<file path="src/rtl/debounce_pkg.sv">
// Shared types for the debounce / edge-detect block: the qualification FSM states.
package debounce_pkg;

    typedef enum logic [1:0] {
        LOW    = 2'd0,
        CHK_HI = 2'd1,
        HIGH   = 2'd2,
        CHK_LO = 2'd3
    } deb_state_e;

endpackage : debounce_pkg

</file>
<file path="src/rtl/debounce_edge_det_sync_chain.sv">
// Multi-flop synchronizer bringing an asynchronous input into the clk domain.
module sync_chain #(
    parameter int STAGES = 2
) (
    input  logic clk,
    input  logic reset,
    input  logic d,
    output logic q
);

    logic [STAGES-1:0] sync_r;

    // Shift the raw input through the flop chain; reset clears every stage.
    always_ff @(posedge clk) begin
        if (reset) begin
            sync_r <= '0;
        end else begin
            sync_r <= {sync_r[STAGES-2:0], d};
        end
    end

    assign q = sync_r[STAGES-1];

endmodule : sync_chain

</file>
<file path="src/rtl/debounce_edge_det.sv">
// Synchronizes and debounces d_i, producing a clean level, rise/fall pulses and a rise count.
// Macro DEBOUNCE_FILTER_EN enables the stability-qualification FSM; without it the level follows sync_s.
module debounce_edge_det
    import debounce_pkg::*;
#(
    parameter int SYNC_STAGES     = 2,
    parameter int DEBOUNCE_CYCLES = 4,
    parameter int CNT_W           = 8
) (
    input  logic             clk,
    input  logic             reset,
    input  logic             d_i,
    output logic             level_o,
    output logic             rise_o,
    output logic             fall_o,
    output logic [CNT_W-1:0] rise_cnt_o
);

    generate
        if (SYNC_STAGES < 2 || DEBOUNCE_CYCLES < 2) begin : g_bad_params
            $error("debounce_edge_det: SYNC_STAGES and DEBOUNCE_CYCLES must both be >= 2");
        end
    endgenerate

    logic             sync_s;
    logic             level_r;
    logic             rise_r;
    logic             fall_r;
    logic [CNT_W-1:0] rise_cnt_r;
    logic             level_nxt_s;
    logic             rise_nxt_s;
    logic             fall_nxt_s;

    sync_chain #(
        .STAGES (SYNC_STAGES)
    ) u_sync_chain (
        .clk   (clk),
        .reset (reset),
        .d     (d_i),
        .q     (sync_s)
    );

`ifdef DEBOUNCE_FILTER_EN
    // cnt never exceeds DEBOUNCE_CYCLES-1, so clog2(DEBOUNCE_CYCLES) bits suffice.
    localparam int CW = (DEBOUNCE_CYCLES > 2) ? $clog2(DEBOUNCE_CYCLES) : 1;
    localparam logic [CW-1:0] CNT_LAST = CW'(DEBOUNCE_CYCLES - 1);

    deb_state_e      state_r;
    deb_state_e      state_nxt_s;
    logic [CW-1:0]   cnt_r;
    logic [CW-1:0]   cnt_nxt_s;

    // FSM state and stability counter registers.
    always_ff @(posedge clk) begin
        if (reset) begin
            state_r <= LOW;
            cnt_r   <= '0;
        end else begin
            state_r <= state_nxt_s;
            cnt_r   <= cnt_nxt_s;
        end
    end

    // Qualification: a new level is accepted only after DEBOUNCE_CYCLES equal samples.
    always_comb begin
        state_nxt_s = state_r;
        cnt_nxt_s   = cnt_r;
        level_nxt_s = level_r;
        rise_nxt_s  = 1'b0;
        fall_nxt_s  = 1'b0;
        case (state_r)
            LOW: begin
                if (sync_s) begin
                    state_nxt_s = CHK_HI;
                    cnt_nxt_s   = CW'(1);
                end else begin
                    state_nxt_s = LOW;
                end
            end
            CHK_HI: begin
                if (!sync_s) begin
                    state_nxt_s = LOW;
                    cnt_nxt_s   = '0;
                end else if (cnt_r == CNT_LAST) begin
                    state_nxt_s = HIGH;
                    cnt_nxt_s   = '0;
                    level_nxt_s = 1'b1;
                    rise_nxt_s  = 1'b1;
                end else begin
                    cnt_nxt_s   = cnt_r + CW'(1);
                end
            end
            HIGH: begin
                if (!sync_s) begin
                    state_nxt_s = CHK_LO;
                    cnt_nxt_s   = CW'(1);
                end else begin
                    state_nxt_s = HIGH;
                end
            end
            CHK_LO: begin
                if (sync_s) begin
                    state_nxt_s = HIGH;
                    cnt_nxt_s   = '0;
                end else if (cnt_r == CNT_LAST) begin
                    state_nxt_s = LOW;
                    cnt_nxt_s   = '0;
                    level_nxt_s = 1'b0;
                    fall_nxt_s  = 1'b1;
                end else begin
                    cnt_nxt_s   = cnt_r + CW'(1);
                end
            end
            default: begin
                state_nxt_s = LOW;
                cnt_nxt_s   = '0;
                level_nxt_s = 1'b0;
            end
        endcase
    end
`else
    // Unfiltered: level tracks the synchronized input, edges come from its change.
    always_comb begin
        level_nxt_s = sync_s;
        rise_nxt_s  = sync_s & ~level_r;
        fall_nxt_s  = ~sync_s & level_r;
    end
`endif

    // Registered outputs and the wrapping rise counter.
    always_ff @(posedge clk) begin
        if (reset) begin
            level_r    <= 1'b0;
            rise_r     <= 1'b0;
            fall_r     <= 1'b0;
            rise_cnt_r <= '0;
        end else begin
            level_r <= level_nxt_s;
            rise_r  <= rise_nxt_s;
            fall_r  <= fall_nxt_s;
            if (rise_nxt_s) begin
                rise_cnt_r <= rise_cnt_r + CNT_W'(1);
            end else begin
                rise_cnt_r <= rise_cnt_r;
            end
        end
    end

    assign level_o    = level_r;
    assign rise_o     = rise_r;
    assign fall_o     = fall_r;
    assign rise_cnt_o = rise_cnt_r;

endmodule : debounce_edge_det

</file>
<file path="config.mk">
export PLATFORM = sky130hd
export DESIGN_NAME = debounce_edge_det
export DESIGN_NICKNAME = d
export VERILOG_FILES = /design/src/rtl/debounce_pkg.sv /design/src/rtl/debounce_edge_det_sync_chain.sv /design/src/rtl/debounce_edge_det.sv
export SDC_FILE = /design/constraint.sdc
export NUM_CORES = 1
export LEC_CHECK = 0
export ABC_AREA = 1
export CAP_MARGIN = 5
export CORE_AREA = 2 2 39 41
export DETAILED_ROUTE_END_ITERATION = 6
export DIE_AREA = 0 0 41 43
export HOLD_SLACK_MARGIN = 0.02
export PLACE_DENSITY = 0.66
export RECOVER_POWER = 50
export SLEW_MARGIN = 20
export SYNTH_ARGS = -nofsm -noshare
export SYNTH_HDL_FRONTEND = slang
export SYNTH_SLANG_ARGS = --single-unit
</file>
<file path="constraint.sdc">
create_clock -name clk -period 1.1 [get_ports clk]
set_input_delay 0.22 -clock clk [delete_from_list [all_inputs] [get_ports clk]]
set_output_delay 0.22 -clock clk [all_outputs]
set_load 0.02 [all_outputs]
</file>
Word-level counts from Yosys, hierarchy flattened

Index checks and enable logic that the tools add are counted.

Register bits after elaboration: 13
Latch bits: 0
RAM bits: 0
Bits in read-only memories: 0
Input port bits: 3
Output and inout bits: 11
Memories: 0

$add $sub $neg: 1
Multipliers: 0
Div/mod/pow operators: 0
Magnitude comparators: 0
Eq/ne operators: 0
Shift operators: 0
Muxes and demuxes: 0
Bitwise gates (word level): 4
Reductions and logical operators: 0

Operator list:

| cell                                                           | count |
|---|---|
| 8-bit by 1-bit adder with 8-bit output (second input constant) | 1 |
| 1-bit bitwise AND                                              | 2 |
| 1-bit NOT                                                      | 2 |

Longest topological paths before layout

Gate-level depths: netlist (run 1).

Depth after elaboration: 2
Depth in mapped cells: 6
Mapped depth without buffers: 6

Modules after synthesis

A second synthesis (run 1) with hierarchy kept.

Cells, all modules: 66
Area total of the unflattened synthesis: 505.5 um^2

By module, submodules not included:

| module            | instances | cells an instance | area each (um^2) |
|---|---|---|---|
| debounce_edge_det | 1         | 60                | 450.4 |
| sync_chain        | 1         | 6                 | 55.1 |

Worst setup path after synthesis (run 1)

Ideal clock, no wire load.

Path type: register -> register
From: register rise_cnt_r[0] (netlist: rise_cnt_o[0])
To: register rise_cnt_r[6] (netlist: rise_cnt_o[6])
Arrival time: 1066 ps
Data required time: 985 ps
Path slack: -81 ps
Cell stages (with the launch flop): 7
Buffers on the path: 0
Clock period less this slack: 1181 ps
Cells stage by stage: dfxtp_1 ha_1 nand3_2 nor2_2 nand3_1 nand2_1 nor2_1

Word-level cells in the longest chain between the ends: 1

Ends and longest elaborated chain:

| element                                | RTL line                 | source |
|---|---|---|
| from (decl)                            | debounce_edge_det.sv:29  | `logic [CNT_W-1:0] rise_cnt_r;` |
| from (signal assigned)                 | debounce_edge_det.sv:142 | `rise_cnt_r <= rise_cnt_r + CNT_W'(1);` |
| from (signal assigned)                 | debounce_edge_det.sv:144 | `rise_cnt_r <= rise_cnt_r;` |
| 8-bit by 1-bit adder with 8-bit output | debounce_edge_det.sv:142 |  |

Every way passes these cells.
A chain may end at the register's enable or synchronous reset.

Worst setup path in the final report (run 1)

From: register level_r (netlist: level_o)
To: output level_o

RTL lines:

| element                | RTL line                 | source |
|---|---|---|
| from (decl)            | debounce_edge_det.sv:26  | `logic level_r;` |
| from (signal assigned) | debounce_edge_det.sv:138 | `level_r <= level_nxt_s;` |
| to (decl)              | debounce_edge_det.sv:13  | `output logic level_o,` |

No word-level cell between the ends.

==> results of run 1 <==
## sequential cells by signal, summed over array words and instances (netlist names)
register,count
rise_cnt_o,8
u_sync_chain.sync_r,2
fall_o,1
level_o,1
rise_o,1
## layer usage
metal / part of all wire (%) / wire, um
met5: 0 / 0
met3: 5.7 / 61
met4: 2.5 / 27
met2: 48 / 506
met1: 44 / 469
## power by group through the flow
stage,Combinational (mW),Sequential [mW],Clock [mW]
global placement,0.0611,0.498,0
CTS,0.0568,0.488,0.305
detailed placement,0.0617,0.499,0
global route,0.0684,0.491,0.327
floorplan,0.0208,0.506,0
finish,0.0604,0.489,0.299
## metrics by stage
stage                     cell area [um^2]  setup TNS [ns]
after floorplan                        508               0
after global placement                 718          -0.290
after detailed placement               718          -0.373
after CTS                              719               0
after global routing                   727         -0.0231
final                                  727               0
## worst min path at each step
stage	startpoint	end	depth (start not counted)
3_3_place_gp	u_sync_chain.sync_r[0]	u_sync_chain.sync_r[1]	2
3_5_place_dp	u_sync_chain.sync_r[0]	u_sync_chain.sync_r[1]	2
2_1_floorplan	reset	u_sync_chain.sync_r[0]	1
4_1_cts	u_sync_chain.sync_r[0]	u_sync_chain.sync_r[1]	2
6_report	u_sync_chain.sync_r[0]	u_sync_chain.sync_r[1]	2
5_1_grt	u_sync_chain.sync_r[0]	u_sync_chain.sync_r[1]	2
## layout make-up
class | count | area, um^2
tap | 16 | 20.0
multi-input combinational | 45 | 240
inverter | 8 | 30.0
timing repair buffer | 22 | 145
sequential | 13 | 265
fill | 143 | 657
clock buffer | 4 | 26.3
## cells in the final DEF, fill, tap and decap left out, types with 2 or more instances in the layout
master	synthesis	layout
a21oi_1	3	3
buf_2	0	8
buf_4	0	8
clkbuf_1	0	2
clkbuf_2	0	2
clkbuf_4	0	3
clkdlybuf4s50_1	0	2
dfxtp_1	13	9
dfxtp_2	0	4
inv_1	8	7
nand2_1	13	12
nand3_2	2	3
nor2_1	18	18
nor2_4	1	2
## cell families after synthesis
family | after synthesis | share of synthesized area (%)
compound gates | 4 | 3.96
xor+xnor | 1 | 1.73
fa+ha+maj | 1 | 2.47
buf+inv | 8 | 5.94
flops | 13 | 51.5
simple gates | 39 | 34.4
## timing repair
| action | in CTS | in global routing |
|---|---|---|
| gates resized for setup | 38 | 14 |
| buffers inserted | 0 | 1 |
| endpoints found under the setup margin | 11 | 9 |
| pin swaps | 0 | 2 |
==> impl_metrics.json, run 1 <==
{
  "status": "completed",
  "grt.busiest_layer": "met2",
  "finalHoldViolations": 0,
  "chipWidth_um": 41,
  "ys.flop_type": "dfxtp_1",
  "clk-insertion-delay-late_ns": 0.28,
  "numClockSinks": 13,
  "grt_overflow": 0,
  "vdd_drop_max_mv": 0.706,
  "r2r_start": "rise_cnt_o[1]",
  "numCtsBuffers": 3,
  "finalClockSkew_ns": 0.00531,
  "gp_congestion": 0.691,
  "final_util_pct": 52.5,
  "boundaryPins": 14,
  "avgSynthCellArea_um2": 7.66,
  "crit_path_start_kind": "flip-flop",
  "cp_max_fo": 3,
  "cp_slowest_cell": "dfxtp_1",
  "ys_warn_count": 0,
  "clockPowerShare_pct": 35.3,
  "use_met3_pct": 3.14,
  "rsz0062_at_grt": "yes",
  "synth-seq-cells": 13,
  "vias": 504,
  "io_buffers": 13,
  "initial_core_util_pct": 36.5,
  "min_path_type": "flip-flop to flip-flop",
  "max_freq_mhz": 962,
  "grt_pass1_wl_um": 1790,
  "grt_pass1_vias": 448,
  "synth_top_area_cell": "dfxtp_1",
  "crit_cells": 1,
  "antenna_found_initial": 0,
  "drtIter0Drc": 2,
  "cp-startpoint": "level_o",
  "coreArea_um2": 1380,
  "crit_type": "flip-flop to output port",
  "fin_crit_sh_pct": 94.5,
  "synth.area.top_cells": "dfxtp_1, nor2_1, nand2_1, inv_1, nand3_2",
  "fin_nets": 97,
  "synth-edff-count": 0,
  "fp.dieH_um": 43,
  "cp.required_ns": 0.88,
  "grt_max_degree": 8,
  "cts_root_buf": "clkbuf_4",
  "fin_ws_ns": 0.0605,
  "areaGrowthSynthToFinish_pct": 43.8,
  "cts_tree": "done",
  "netlist_instances": 66,
  "grtUsageMet1_pct": 19.0,
  "rows": 14,
  "r2r_slack_ns": 0.08,
  "p_total_uw": 849,
  "leakage_nw": 0.349,
  "n_antenna_cell": 0,
  "seq_power_share_pct": 57.6,
  "dp.cells": 103,
  "worst_setup_path_end_kind": "output port",
  "synth_cell_types": 13,
  "wl_per_cell_um": 9.86,
  "clk_pin_slew_ns": 0.07,
  "crit_chain": "buf_2",
  "setup_viol": 0,
  "p_switching_uw": 200,
  "ant_nets": 0,
  "grt.total_usage_pct": 15.2,
  "cp.buffers_inverters": 1,
  "holdWs_ns": 0.399,
  "crit_end": "level_o",
  "wl_um": 1070,
  "powerDensity_nw_per_um2": 1170,
  "worst_pin_slew_ns": 0.247,
  "swShare_pct": 23.5,
  "yosysSeqAreaShare_pct": 51.5,
  "cts_hold_buf": 0,
  "htreeDepth": 1,
  "slowest_delay_ns": 0.37,
  "cts_buffer_depth": 2,
  "crit_arrival_ns": 0.82,
  "synth_top_area_share_pct": 51.5,
  "final_cells": 108,
  "synth-async-reset-ratio_pct": 0,
  "drive_above_1_share_pct": 37.0,
  "slew_viol_final": 0,
  "drc": 0,
  "viasPerCell": 4.67,
  "synth.most_common_cell": "nor2_1",
  "worstReg2RegEnd": "rise_cnt_o[6]",
  "syn_area_um2": 505,
  "combPwrFrac_pct": 7.1,
  "rr_worst_depth": 6,
  "syn-num-nets": 70,
  "finalCriticalPeriod_ns": 1.04,
  "synthTopCellsByCount": "nor2_1, dfxtp_1, nand2_1, inv_1",
  "drv_cap": 0,
  "slew_headroom_pct": 83.6,
  "pre_cts_slack_ns": -0.0517,
  "die-area_um2": 1760,
  "hpwlAfterDp_um": 730,
  "intPower_uw": 649,
  "dr.pass1.iters": 4,
  "path_delay_family": "flip-flops",
  "grt_use_met2_pct": 22.2
}
Note: power is estimated with default switching activity, not from simulation.
==> inputs of run 2 (changes only) <==
--- a/config.mk
+++ b/config.mk
@@ -10,7 +10,6 @@
 export CORE_AREA = 2 2 39 41
 export DETAILED_ROUTE_END_ITERATION = 6
 export DIE_AREA = 0 0 41 43
-export HOLD_SLACK_MARGIN = 0.02
 export PLACE_DENSITY = 0.66
 export RECOVER_POWER = 50
 export SLEW_MARGIN = 20
==> results of run 2 <==
Same layout as run 1: the final DEF is identical, and so are final timing and power.
==> inputs of run 3 (changes only) <==
--- a/config.mk
+++ b/config.mk
@@ -6,7 +6,7 @@
 export NUM_CORES = 1
 export LEC_CHECK = 0
 export ABC_AREA = 1
-export CAP_MARGIN = 5
+export CAP_MARGIN = 30
 export CORE_AREA = 2 2 39 41
 export DETAILED_ROUTE_END_ITERATION = 6
 export DIE_AREA = 0 0 41 43
==> results of run 3 <==
Same layout as run 1: the final DEF is identical, and so are final timing and power.
